--- src/rtl/rst_seq_ctrl_if.sv ---
// Signal bundle between the reset sequencer and the per-domain clock gates / reset fan-out.
// The sequencer takes the slave side of this interface; its stimulus source takes the master side.
interface rst_seq_ctrl_if #(
  parameter int NUM_DOM   = 4,
  parameter int STAGGER_W = 8
);
  logic                 en_i;
  logic [STAGGER_W-1:0] stagger_i;
  logic [NUM_DOM-1:0]   dom_req_i;
  logic [NUM_DOM-1:0]   clk_en_o;
  logic [NUM_DOM-1:0]   rst_no;
  logic                 busy_o;
  logic                 done_o;

  modport master (
    output en_i, stagger_i, dom_req_i,
    input  clk_en_o, rst_no, busy_o, done_o
  );

  modport slave (
    input  en_i, stagger_i, dom_req_i,
    output clk_en_o, rst_no, busy_o, done_o
  );
endinterface

--- src/rtl/rst_seq_ctrl.sv ---
// Brings NUM_DOM domains out of reset in index order (clock enable, then reset release S cycles later),
// services per-domain soft resets in RUN and performs an orderly shutdown when en_i drops.
module rst_seq_ctrl #(
  parameter int NUM_DOM   = 4,
  parameter int STAGGER_W = 8,
  parameter int HOLD_CYC  = 4
) (
  input  logic          ref_clk_i,
  input  logic          glob_arst_ni,
  rst_seq_ctrl_if.slave bus
);
  localparam int HOLD_W = $clog2(HOLD_CYC + 1);
  localparam int CNT_W  = (STAGGER_W > HOLD_W) ? STAGGER_W : HOLD_W;
  localparam int IDX_W  = (NUM_DOM > 1) ? $clog2(NUM_DOM) : 1;
  localparam logic [CNT_W-1:0] HOLD_TERM = CNT_W'(HOLD_CYC);
  localparam logic [IDX_W-1:0] LAST_IDX  = IDX_W'(NUM_DOM - 1);

  typedef enum logic [2:0] {
    S_IDLE    = 3'd0,
    S_CLK_ON  = 3'd1,
    S_RST_OFF = 3'd2,
    S_RUN     = 3'd3,
    S_FLUSH   = 3'd4
  } state_e;

  state_e                          state_q, state_d;
  logic [IDX_W-1:0]                idx_q, idx_d;
  logic [CNT_W-1:0]                cnt_q, cnt_d;
  logic [STAGGER_W-1:0]            stag_q, stag_d;
  logic [NUM_DOM-1:0]              soft_act_q, soft_act_d;
  logic [NUM_DOM-1:0][CNT_W-1:0]   soft_cnt_q, soft_cnt_d;
  logic [NUM_DOM-1:0]              clk_en_q, clk_en_d;
  logic [NUM_DOM-1:0]              rst_n_q, rst_n_d;
  logic                            busy_q, busy_d;
  logic                            done_q, done_d;
  logic                            stag_hit_s, flush_hit_s;

  assign stag_hit_s  = (cnt_q == (CNT_W'(stag_q) - CNT_W'(1)));
  assign flush_hit_s = (cnt_q == (HOLD_TERM - CNT_W'(1)));

  // State register, datapath registers and registered outputs
  always_ff @(posedge ref_clk_i) begin
    if (!glob_arst_ni) begin
      state_q    <= S_IDLE;
      idx_q      <= '0;
      cnt_q      <= '0;
      stag_q     <= '0;
      soft_act_q <= '0;
      soft_cnt_q <= '0;
      clk_en_q   <= '0;
      rst_n_q    <= '0;
      busy_q     <= 1'b0;
      done_q     <= 1'b0;
    end else begin
      state_q    <= state_d;
      idx_q      <= idx_d;
      cnt_q      <= cnt_d;
      stag_q     <= stag_d;
      soft_act_q <= soft_act_d;
      soft_cnt_q <= soft_cnt_d;
      clk_en_q   <= clk_en_d;
      rst_n_q    <= rst_n_d;
      busy_q     <= busy_d;
      done_q     <= done_d;
    end
  end

  // Next-state and stagger/flush counter; en_i low always wins over staying up
  always_comb begin
    state_d = state_q;
    idx_d   = idx_q;
    cnt_d   = cnt_q;
    stag_d  = stag_q;
    case (state_q)
      S_IDLE: begin
        idx_d = '0;
        cnt_d = '0;
        if (bus.en_i) begin
          state_d = S_CLK_ON;
          stag_d  = (bus.stagger_i == '0) ? STAGGER_W'(1) : bus.stagger_i;
        end else begin
          state_d = S_IDLE;
        end
      end
      S_CLK_ON, S_RST_OFF: begin
        if (!bus.en_i) begin
          state_d = S_FLUSH;
          cnt_d   = '0;
        end else if (stag_hit_s) begin
          cnt_d = '0;
          if (state_q == S_CLK_ON) begin
            state_d = S_RST_OFF;
          end else if (idx_q == LAST_IDX) begin
            state_d = S_RUN;
          end else begin
            state_d = S_CLK_ON;
            idx_d   = idx_q + IDX_W'(1);
          end
        end else begin
          cnt_d = cnt_q + CNT_W'(1);
        end
      end
      S_RUN: begin
        cnt_d = '0;
        if (!bus.en_i) begin
          state_d = S_FLUSH;
        end else begin
          state_d = S_RUN;
        end
      end
      S_FLUSH: begin
        if (flush_hit_s) begin
          state_d = S_IDLE;
          cnt_d   = '0;
        end else begin
          cnt_d = cnt_q + CNT_W'(1);
        end
      end
      default: begin
        state_d = S_IDLE;
        idx_d   = '0;
        cnt_d   = '0;
      end
    endcase
  end

  // Per-domain soft reset: low from the request for max(HOLD_CYC, request length) cycles
  always_comb begin
    soft_act_d = '0;
    soft_cnt_d = '0;
    for (int k = 0; k < NUM_DOM; k++) begin
      if ((state_q == S_RUN) && bus.en_i) begin
        if (!soft_act_q[k]) begin
          if (bus.dom_req_i[k]) begin
            soft_act_d[k] = 1'b1;
            soft_cnt_d[k] = CNT_W'(1);
          end else begin
            soft_act_d[k] = 1'b0;
            soft_cnt_d[k] = '0;
          end
        end else begin
          soft_cnt_d[k] = (soft_cnt_q[k] == HOLD_TERM) ? HOLD_TERM : (soft_cnt_q[k] + CNT_W'(1));
          soft_act_d[k] = bus.dom_req_i[k] || (soft_cnt_q[k] != HOLD_TERM);
        end
      end else begin
        soft_act_d[k] = 1'b0;
        soft_cnt_d[k] = '0;
      end
    end
  end

  // Output decode from the current state; registered one edge later
  always_comb begin
    clk_en_d = '0;
    rst_n_d  = '0;
    busy_d   = 1'b0;
    done_d   = 1'b0;
    case (state_q)
      S_IDLE: begin
        clk_en_d = '0;
      end
      S_CLK_ON: begin
        busy_d = 1'b1;
        for (int j = 0; j < NUM_DOM; j++) begin
          clk_en_d[j] = (IDX_W'(j) <= idx_q);
          rst_n_d[j]  = (IDX_W'(j) < idx_q);
        end
      end
      S_RST_OFF: begin
        busy_d = 1'b1;
        for (int j = 0; j < NUM_DOM; j++) begin
          clk_en_d[j] = (IDX_W'(j) <= idx_q);
          rst_n_d[j]  = (IDX_W'(j) <= idx_q);
        end
      end
      S_RUN: begin
        clk_en_d = '1;
        rst_n_d  = ~soft_act_q;
        done_d   = 1'b1;
      end
      S_FLUSH: begin
        clk_en_d = clk_en_q;
        busy_d   = 1'b1;
      end
      default: begin
        clk_en_d = '0;
      end
    endcase
  end

  assign bus.clk_en_o = clk_en_q;
  assign bus.rst_no   = rst_n_q;
  assign bus.busy_o   = busy_q;
  assign bus.done_o   = done_q;

endmodule

--- src/flat_wrapper.sv ---
// flat-port wrapper written by rule: the top's interface ports become plain ports
module rst_seq_ctrl_flat 
#(
  parameter int NUM_DOM   = 4,
  parameter int STAGGER_W = 8,
  parameter int HOLD_CYC  = 4
)
  (ref_clk_i, glob_arst_ni, bus_en_i, bus_stagger_i, bus_dom_req_i, bus_clk_en_o, bus_rst_no, bus_busy_o, bus_done_o);
  rst_seq_ctrl_if #(.NUM_DOM(NUM_DOM), .STAGGER_W(STAGGER_W)) bus_i ();
  input  logic ref_clk_i;
  input  logic glob_arst_ni;
  input wire logic [$bits(bus_i.en_i)-1:0] bus_en_i;
  input wire logic [$bits(bus_i.stagger_i)-1:0] bus_stagger_i;
  input wire logic [$bits(bus_i.dom_req_i)-1:0] bus_dom_req_i;
  output wire logic [$bits(bus_i.clk_en_o)-1:0] bus_clk_en_o;
  output wire logic [$bits(bus_i.rst_no)-1:0] bus_rst_no;
  output wire logic [$bits(bus_i.busy_o)-1:0] bus_busy_o;
  output wire logic [$bits(bus_i.done_o)-1:0] bus_done_o;
  assign bus_i.en_i = bus_en_i;
  assign bus_i.stagger_i = bus_stagger_i;
  assign bus_i.dom_req_i = bus_dom_req_i;
  assign bus_clk_en_o = bus_i.clk_en_o;
  assign bus_rst_no = bus_i.rst_no;
  assign bus_busy_o = bus_i.busy_o;
  assign bus_done_o = bus_i.done_o;
  rst_seq_ctrl #(.NUM_DOM(NUM_DOM), .STAGGER_W(STAGGER_W), .HOLD_CYC(HOLD_CYC)) u_core (.ref_clk_i(ref_clk_i), .glob_arst_ni(glob_arst_ni), .bus(bus_i));
endmodule
--- config.mk ---
export PLATFORM = sky130hd
export DESIGN_NAME = rst_seq_ctrl_flat
export DESIGN_NICKNAME = d
export VERILOG_FILES = /design/src/rtl/rst_seq_ctrl_if.sv /design/src/rtl/rst_seq_ctrl.sv /design/src/flat_wrapper.sv
export SDC_FILE = /design/constraint.sdc
export NUM_CORES = 1
export LEC_CHECK = 0
export BUFFER_PORTS_ARGS = -buffer_cell sky130_fd_sc_hd__buf_2
export CORE_MARGIN = 4
export CORE_UTILIZATION = 55
export CTS_CLUSTER_DIAMETER = 150
export DETAILED_ROUTE_END_ITERATION = 16
export PLACE_DENSITY = 0.74
export SLEW_MARGIN = 20
export SYNTH_ARGS = -nofsm -noshare
export SYNTH_HDL_FRONTEND = slang
export SYNTH_SLANG_ARGS = --single-unit
--- constraint.sdc ---
create_clock -name ref_clk_i -period 3.12 [get_ports ref_clk_i]
set_input_delay 0.312 -clock ref_clk_i [delete_from_list [all_inputs] [get_ports ref_clk_i]]
set_output_delay 0.312 -clock ref_clk_i [all_outputs]
set_load 0.1 [all_outputs]
**After elaboration in Yosys (flattened, before gate mapping)**

Cells that the tools add are included.

- $add $sub $neg: 7
- Order comparisons: 8
- Equal/unequal tests: 21
- Multiplexer cells: 42
- Bitwise gates (word level): 2
- Reduce and logical (&&, ||, !) cells: 14

Operators by type and width:

| kind | number |
|---|---|
| $mux W8 | 12 |
| $add A8 B1 Y8 const B | 5 |
| $eq A8 B3 Y1 const B | 4 |
| $ne A8 B3 Y1 const B | 4 |
| $pmux W4 S3 | 2 |
| $pmux W8 S2 | 1 |
| $mux W1 | 15 |
| $mux W3 | 5 |
| $pmux W3 S4 | 1 |
| $mux W2 | 5 |
| $eq A8 B2 Y1 const B | 1 |
| $eq A8 B8 Y1 | 1 |
| $logic_not A8 Y1 | 1 |
| $sub A8 B1 Y8 const B | 1 |
| $eq A3 B2 Y1 const B | 2 |
| $ne A2 B1 Y1 const B | 3 |
| $reduce_and A2 Y1 | 3 |
| $reduce_and A5 Y1 | 1 |
| $le A1 B2 Y1 const A | 2 |
| $le A2 B2 Y1 const A | 2 |
| $logic_or A1 B1 Y1 | 4 |
| $lt A1 B2 Y1 const A | 2 |
| $lt A2 B2 Y1 const A | 2 |
| $ne A2 B2 Y1 const B | 2 |
| 12 further kinds | 13 |

- Flip-flop bits (word level): 67
- Bits of input ports: 15
- Word-level logic and storage cells: 107

**Logic depth before layout (Yosys ltp)**

Gate-level depths: netlist of run 1.

- Word-level depth: 6
- Gate-level depth with buffers: 8

**Least setup slack after synthesis of run 1**

No wires, ideal clock.

- Path kind: reg-to-reg
- From: reg u_core.stag_q[0]
- To: reg u_core.state_q[0]
- Library setup time: 0.072 ns
- Arrival: 1.924 ns
- Data required time: 3.048 ns
- Path slack: 1.125 ns
- Stages on the path, launching flop included: 9
- Clock period less this slack: 1.995 ns
- Cell sequence: dfxtp_1 > inv_1 > ha_1 > nor3b_1 > and2_2 > a211o_2 > a31o_2 > a31oi_1 > mux2i_1

- Word-level cells in the longest chain between the ends: 4

Ends and longest elaborated chain:

| item | line | text |
|---|---|---|
| from (decl) | rst_seq_ctrl.sv:29 | `logic [STAGGER_W-1:0] stag_q, stag_d;` |
| from (signal assigned) | rst_seq_ctrl.sv:58 | `stag_q <= stag_d;` |
| $sub A8 B1 Y8 | rst_seq_ctrl.sv:38 | `assign stag_hit_s = (cnt_q == (CNT_W'(stag_q) - CNT_W'(1)));` |
| $eq A8 B8 Y1 | rst_seq_ctrl.sv:38 |  |
| $ne A3 B2 Y1 (no line) | -- |  |
| $reduce_and A2 Y1 (no line) | -- |  |
| to (signal assigned) | rst_seq_ctrl.sv:55 | `state_q <= state_d;` |
| to (decl) | rst_seq_ctrl.sv:26 | `state_e state_q, state_d;` |

Every way passes these cells.
A chain may end at the register's enable or synchronous reset.

**Worst setup path after layout of run 1**

Same ends and word-level chain as after synthesis.

==> results.ini, run 1 <==
[cells_and_area]
n_antenna_cell=0
fin_util=0.650
drive_gt1_frac=0.124
final_common_cell=dfxtp_1
nFillCells=488
nNetsFinal=452
layout_common_cells=67 x dfxtp_1, 56 x nand2_1, 48 x nor2_1
areaGrowthSynthToFinish_pct=11.3

[detailed_routing]
wl_um=6270
route.detailed.drc=0
wire_per_inst_um=12.5
initialDrtViolationCount=105
via_count=2655
dr.pass1.iters=5
drtAntennaViolNets=0
vias_per_cell=5.31

[power]
comb_power_share=0.131
max-vdd-ir-drop_uv=357
sequentialPowerShare=0.482
leakage_nw=1.42
p_int_mw=1.36
switching_share=0.280
pwr-share-clk=0.387
switchingPower_mw=0.528
power-per-cell-area_nw_per_um2=514
power_mw=1.88

[placed_design]
numPortBuffers=24
place_hpwl_um=4490
gp_congestion=0.846

[cts]
cts_tree=done
numCtsBuffers=9
path_clk_slew_ns=0.07
post_cts_resize_count=0
hold_buffers=0
clock-sinks=67
cts-root-buf=clkbuf_8
htree_levels=3
clkLatencyLatePin_ns=0.34
post-cts-setup-buffers=0
clk_path_buf_depth=2

[critical_path]
r2r_setup_slack_ns=0.92
crit_required_ns=3.39
startpoint_type=flip-flop
r2r-end=u_core.state_q[0]$_SDFFE_PN0P_
critical_path_class=reg -> reg
cp.arrival_ns=2.47
endpoint_kind=flip-flop
cp_max_fo=5
r2r_start=u_core.stag_q[0]$_SDFFE_PN0P_
crit_start=u_core.stag_q[0]$_SDFFE_PN0P_
crit_end=u_core.state_q[0]$_SDFFE_PN0P_
r2r_cells=8

[floorplan]
die_area_um2=7290
die_w_um=85.4
die_y_um=85.4
row_count=27
io-pin-count=25
start_util=0.583
core_area_um2=5640

[sta]
relSlewSlack=0.575
rsz0062_at_grt=false
clock_skew_ns=0.00515
clock.fmax_ghz=0.454
final_hold_viol_count=0
fin_crit_sh=0.706
worstMarginPinSlew_ns=0.637
setup_tns_ns=0
setup_viol=0
min_period_ns=2.20
final_max_slew_viol_count=0

[synthesis]
synth_seq_cells=67
synth_ff_type=dfxtp_1
yosysSeqAreaShare=0.407
synthCells=398
async_reset_ff_frac=0
syn_area_per_cell_um2=8.27
yosysWarnings=0
synth_nets=427
netlist_area_um2=3290
ys_types=46
synth_edf_count=0

[global_route]
grt-ovfl-total=0
grtUsageTotal=0.189
grt_start_max_net_pins=24
grt_pass1_vias=2516
grt_pass1_wl_um=11200
antenna_found_initial=0

[min_path]
hold-path-cell-count=3
holdCritPathClass=in -> reg

[outcome]
outcome=finished clean

[flow_run]
drv_cap=0

cells in the mapped netlist (5+ instances only):
library cell / instances / area, um^2
ha_1: 14 / 175
inv_1: 20 / 75.1
nor4_1: 5 / 31.3
a21oi_1: 24 / 120
nor3_1: 7 / 35.0
nand2_1: 56 / 210
nand3_1: 30 / 150
clkbuf_1: 5 / 18.8
dfxtp_1: 67 / 1340
o21ai_0: 5 / 25.0
a21boi_0: 7 / 52.6
nand2b_1: 8 / 50.1
xor2_1: 22 / 193
nor2b_1: 7 / 43.8
nor2_1: 48 / 180
xnor2_1: 17 / 149
and3_1: 8 / 50.1
registers in the layout (all words and copies together) (netlist names):
register	count
u_core.bus.busy_o	1
u_core.bus.clk_en_o	4
u_core.bus.done_o	1
u_core.bus.rst_no	4
u_core.cnt_q	8
u_core.idx_q	2
u_core.soft_act_q	4
u_core.soft_cnt_q	32
u_core.stag_q	8
u_core.state_q	3
worst max-delay path, cell delays in order (launching register included):
cell     delay (ns)
dfxtp_1        0.41
inv_1          0.07
ha_1           0.21
nor3b_1        0.16
and2_2         0.21
a211o_2        0.34
a31o_2         0.23
a31oi_1        0.26
mux2i_1        0.23
layer usage:
metal / up-vias / wire length (um) / GRT usage
met5: - / 0 / 0
met1: 1216 / 3230 / 0.255
met2: 39 / 2770 / 0.289
met3: 7 / 182 / 0.0476
li1: 1393 / - / -
met4: 0 / 89 / 0.0734
per-stage QoR:
stage / setup slack (ns) / hold WS [ns] / instance area (um^2) / std cells
detailed placement: 0.986 / 0.467 / 3460 / 484
CTS: 0.931 / 0.153 / 3660 / 500
finish: 0.917 / 0.175 / 3660 / 500
global route: 0.652 / 0.180 / 3660 / 500
global placement: 1.06 / 0.469 / 3460 / 484
floorplan: 1.12 / 0.419 / 3290 / 398
final cells by class:
class                   count  area, um^2  share of cell area
multi-input cells         300        1830               0.499
clock buffers              10         138              0.0376
inverters                  20        75.1              0.0205
clock inverters             6        63.8              0.0174
repair buffers             25         128              0.0348
well taps                  72        90.1              0.0246
flip-flops and latches     67        1340               0.366
cells by family after synthesis:
group	Yosys count	synth area share
muxes	3	0.00912
AOI/OAI and AO/OA	52	0.107
DFF	67	0.407
and+or+nand+nor	192	0.283
xor gates and xnor gates	39	0.104
adders and majority gates	14	0.0532
buffers and inverters	31	0.0369
worst min path at each step:
stage	end	slack, ns	from
floorplan	u_core.soft_act_q[0]$_SDFF_PN0_	0.42	bus_dom_req_i[0]
global placement	u_core.soft_cnt_q[2]$_SDFF_PN0_	0.47	u_core.soft_act_q[0]$_SDFF_PN0_
detailed placement	u_core.soft_cnt_q[2]$_SDFF_PN0_	0.47	u_core.soft_act_q[0]$_SDFF_PN0_
CTS	u_core.soft_act_q[3]$_SDFF_PN0_	0.15	bus_dom_req_i[3]
global route	u_core.soft_act_q[2]$_SDFF_PN0_	0.18	bus_dom_req_i[2]
finish	u_core.soft_act_q[3]$_SDFF_PN0_	0.18	bus_dom_req_i[3]
power groups by stage:
stage               sequential, mW  combinational (mW)  clock (mW)
finish                       0.908               0.247       0.728
global placement             0.925               0.242           0
global route                 0.911               0.273       0.785
detailed placement           0.927               0.245           0
CTS                          0.907               0.247       0.748
floorplan                    0.942               0.180           0
(Power assumes the default switching activity.)
==> run 2, diff against run 1 <==
- CORE_UTILIZATION: 55 -> 54
- PLACE_DENSITY: 0.74 -> 0.76
- clock period: 3.12 -> 1.97 ns (I/O delays scaled with it)
==> run 2 against run 1 <==
- largest power group unchanged
- clock skew rose by 0.0054 ns
- first-iteration DRC count rose by 24%
- fmax rose by 14%
- non-clock buffer count rose by 16
- clock-buffer cell count fell by 1
- design area rose by 7.2%
- final cell count rose by 3.8%
- combinational power rose by 130%
- utilization rose by 1.4 points
==> results.ini, run 2 (synthesis results as in run 1) <==
[outcome]
outcome=finished clean

[cells_and_area]
final_common_cell=dfxtp_1
largest_reg_flops=32
nFillCells=490
regArea_um2=1340
fin_cells=519
nNetsFinal=468
top_regs=u_core.soft_cnt_q: 32 flops, u_core.cnt_q: 8 flops, u_core.stag_q: 8 flops
n_antenna_cell=0
top_register=u_core.soft_cnt_q
areaGrowthSynthToFinish_pct=19.3
layout_common_cells=65 x dfxtp_1, 56 x nand2_1, 46 x nor2_1
drive_gt1_frac=0.187
multi_input_area_um2=1960
final_cell_area_um2=3930

[detailed_routing]
initialDrtViolationCount=130
wl_um=6730
wire_per_inst_um=13.0
route.detailed.drc=0
dr.pass1.iters=4
vias_per_cell=5.26
via_count=2728
drtAntennaViolNets=0

[power]
sequentialPowerShare=0.456
pwr-share-clk=0.361
power_mw=3.12
max-vdd-ir-drop_uv=503
p_int_mw=2.21
comb_power_share=0.183
switching_share=0.291
switchingPower_mw=0.908
power-per-cell-area_nw_per_um2=794
leakage_nw=1.52

[floorplan]
start_util=0.556
io-pin-count=25
die_area_um2=7410
row_count=28
core_area_um2=5920
die_y_um=86.1
die_w_um=86.1

[critical_path]
cp_slowest_cell=a211o_4
r2r_setup_slack_ns=0.04
path_cells=inv_2 > ha_4 > nor3b_4 > and2_4 > a211o_4 > a31o_4 > a31oi_4 > mux2i_1
path_buf_inv=1
cp_max_fo=3
endpoint_kind=flip-flop
critical_path_class=reg -> reg
startpoint_type=flip-flop
cp.arrival_ns=2.21
crit_required_ns=2.25
slowest_delay_ns=0.35
crit_family=compound AO/OA/AOI/OAI gates

[placed_design]
gp_congestion=0.809
place_hpwl_um=4670
numPortBuffers=24
dp_slack_ns=-0.0959
dp_cells=501
dpl_cell_area_um2=3580

[sta]
setup_viol=0
final_hold_viol_count=0
worstMarginPinSlew_ns=0.573
relSlewSlack=0.615
fin_crit_sh=0.979
rsz0062_at_grt=true
clock.fmax_ghz=0.518
setup_tns_ns=0
finalWorstSetupSlack_ns=0.0411
clock_skew_ns=0.0105
final_max_slew_viol_count=0
min_period_ns=1.93

[cts]
clkLatencyLatePin_ns=0.34
clock-sinks=67
htree_levels=3
hold_buffers=0
cts-root-buf=clkbuf_8
clk_path_buf_depth=2
path_clk_slew_ns=0.08
numCtsBuffers=9
cts_tree=done

[global_route]
grt-ovfl-total=0
antenna_found_initial=0
grt_pass1_wl_um=11700
grt_pass1_vias=2595
grt_start_max_net_pins=24
grtUsageTotal=0.197

[flow_run]
drv_cap=0

[min_path]
holdCritPathClass=in -> reg

run 2: changes by cell type in the layout (fill, tap and decap cells not counted), sizes merged:
cell	previous run	this run
clkinv	2	4
inv	21	20
clkbuf	10	9
buf	25	41
run 2: worst min-delay path, stage by stage:
cell and delay, ns:
buf_2 0.09, nand2_1 0.04, nand2_1 0.05
run 2: final cells by class:
| cell class | count | area share |
|---|---|---|
| inverters | 20 | 0.0191 |
| well taps | 75 | 0.0239 |
| repair buffers | 41 | 0.0663 |
| flip-flops and latches | 67 | 0.342 |
| clock buffers | 9 | 0.0315 |
| clock inverters | 7 | 0.0175 |
| multi-input cells | 300 | 0.500 |
run 2: worst paths after layout:
check | from | end | cells past startpoint
worst max-delay path | u_core.stag_q[1]$_SDFFE_PN0P_ | u_core.state_q[0]$_SDFFE_PN0P_ | 8
worst min-delay path | bus_dom_req_i[3] | u_core.soft_act_q[3]$_SDFF_PN0_ | 3
worst max register to register | u_core.stag_q[1]$_SDFFE_PN0P_ | u_core.state_q[0]$_SDFFE_PN0P_ | 8
worst min register to register | u_core.stag_q[7]$_SDFFE_PN0P_ | u_core.stag_q[7]$_SDFFE_PN0P_ | 2
run 2: routing by layer:
| metal | vias to the layer above | wire length [um] | track usage |
|---|---|---|---|
| li1 | 1419 | - | - |
| met1 | 1258 | 3170 | 0.259 |
| met2 | 38 | 3180 | 0.310 |
| met3 | 13 | 245 | 0.0519 |
| met4 | 0 | 134 | 0.0734 |
| met5 | - | 0 | 0 |
run 2: power groups by stage:
| stage | clock network [mW] | logic [mW] | registers [mW] |
|---|---|---|---|
| detailed placement | 0 | 0.457 | 1.45 |
| floorplan | 0 | 0.289 | 1.49 |
| finish | 1.13 | 0.569 | 1.42 |
| global route | 1.21 | 0.614 | 1.43 |
| global placement | 0 | 0.445 | 1.45 |
| CTS | 1.15 | 0.469 | 1.42 |
run 2: stage by stage:
| step | utilization | hold slack [ns] |
|---|---|---|
| global route | 0.663 | 0.0641 |
| CTS | 0.642 | 0.0413 |
| detailed placement | 0.604 | 0.412 |
| floorplan | - | 0.304 |
| global placement | 0.604 | 0.412 |
| finish | 0.663 | 0.0592 |
run 2: timing repair:
item / 4_1_cts / 5_1_grt
cloned: 0 / 0
gates resized for setup: 6 / 19
pin swaps: 4 / 11
buffers inserted: 1 / 2
setup endpoints to repair: 5 / 12
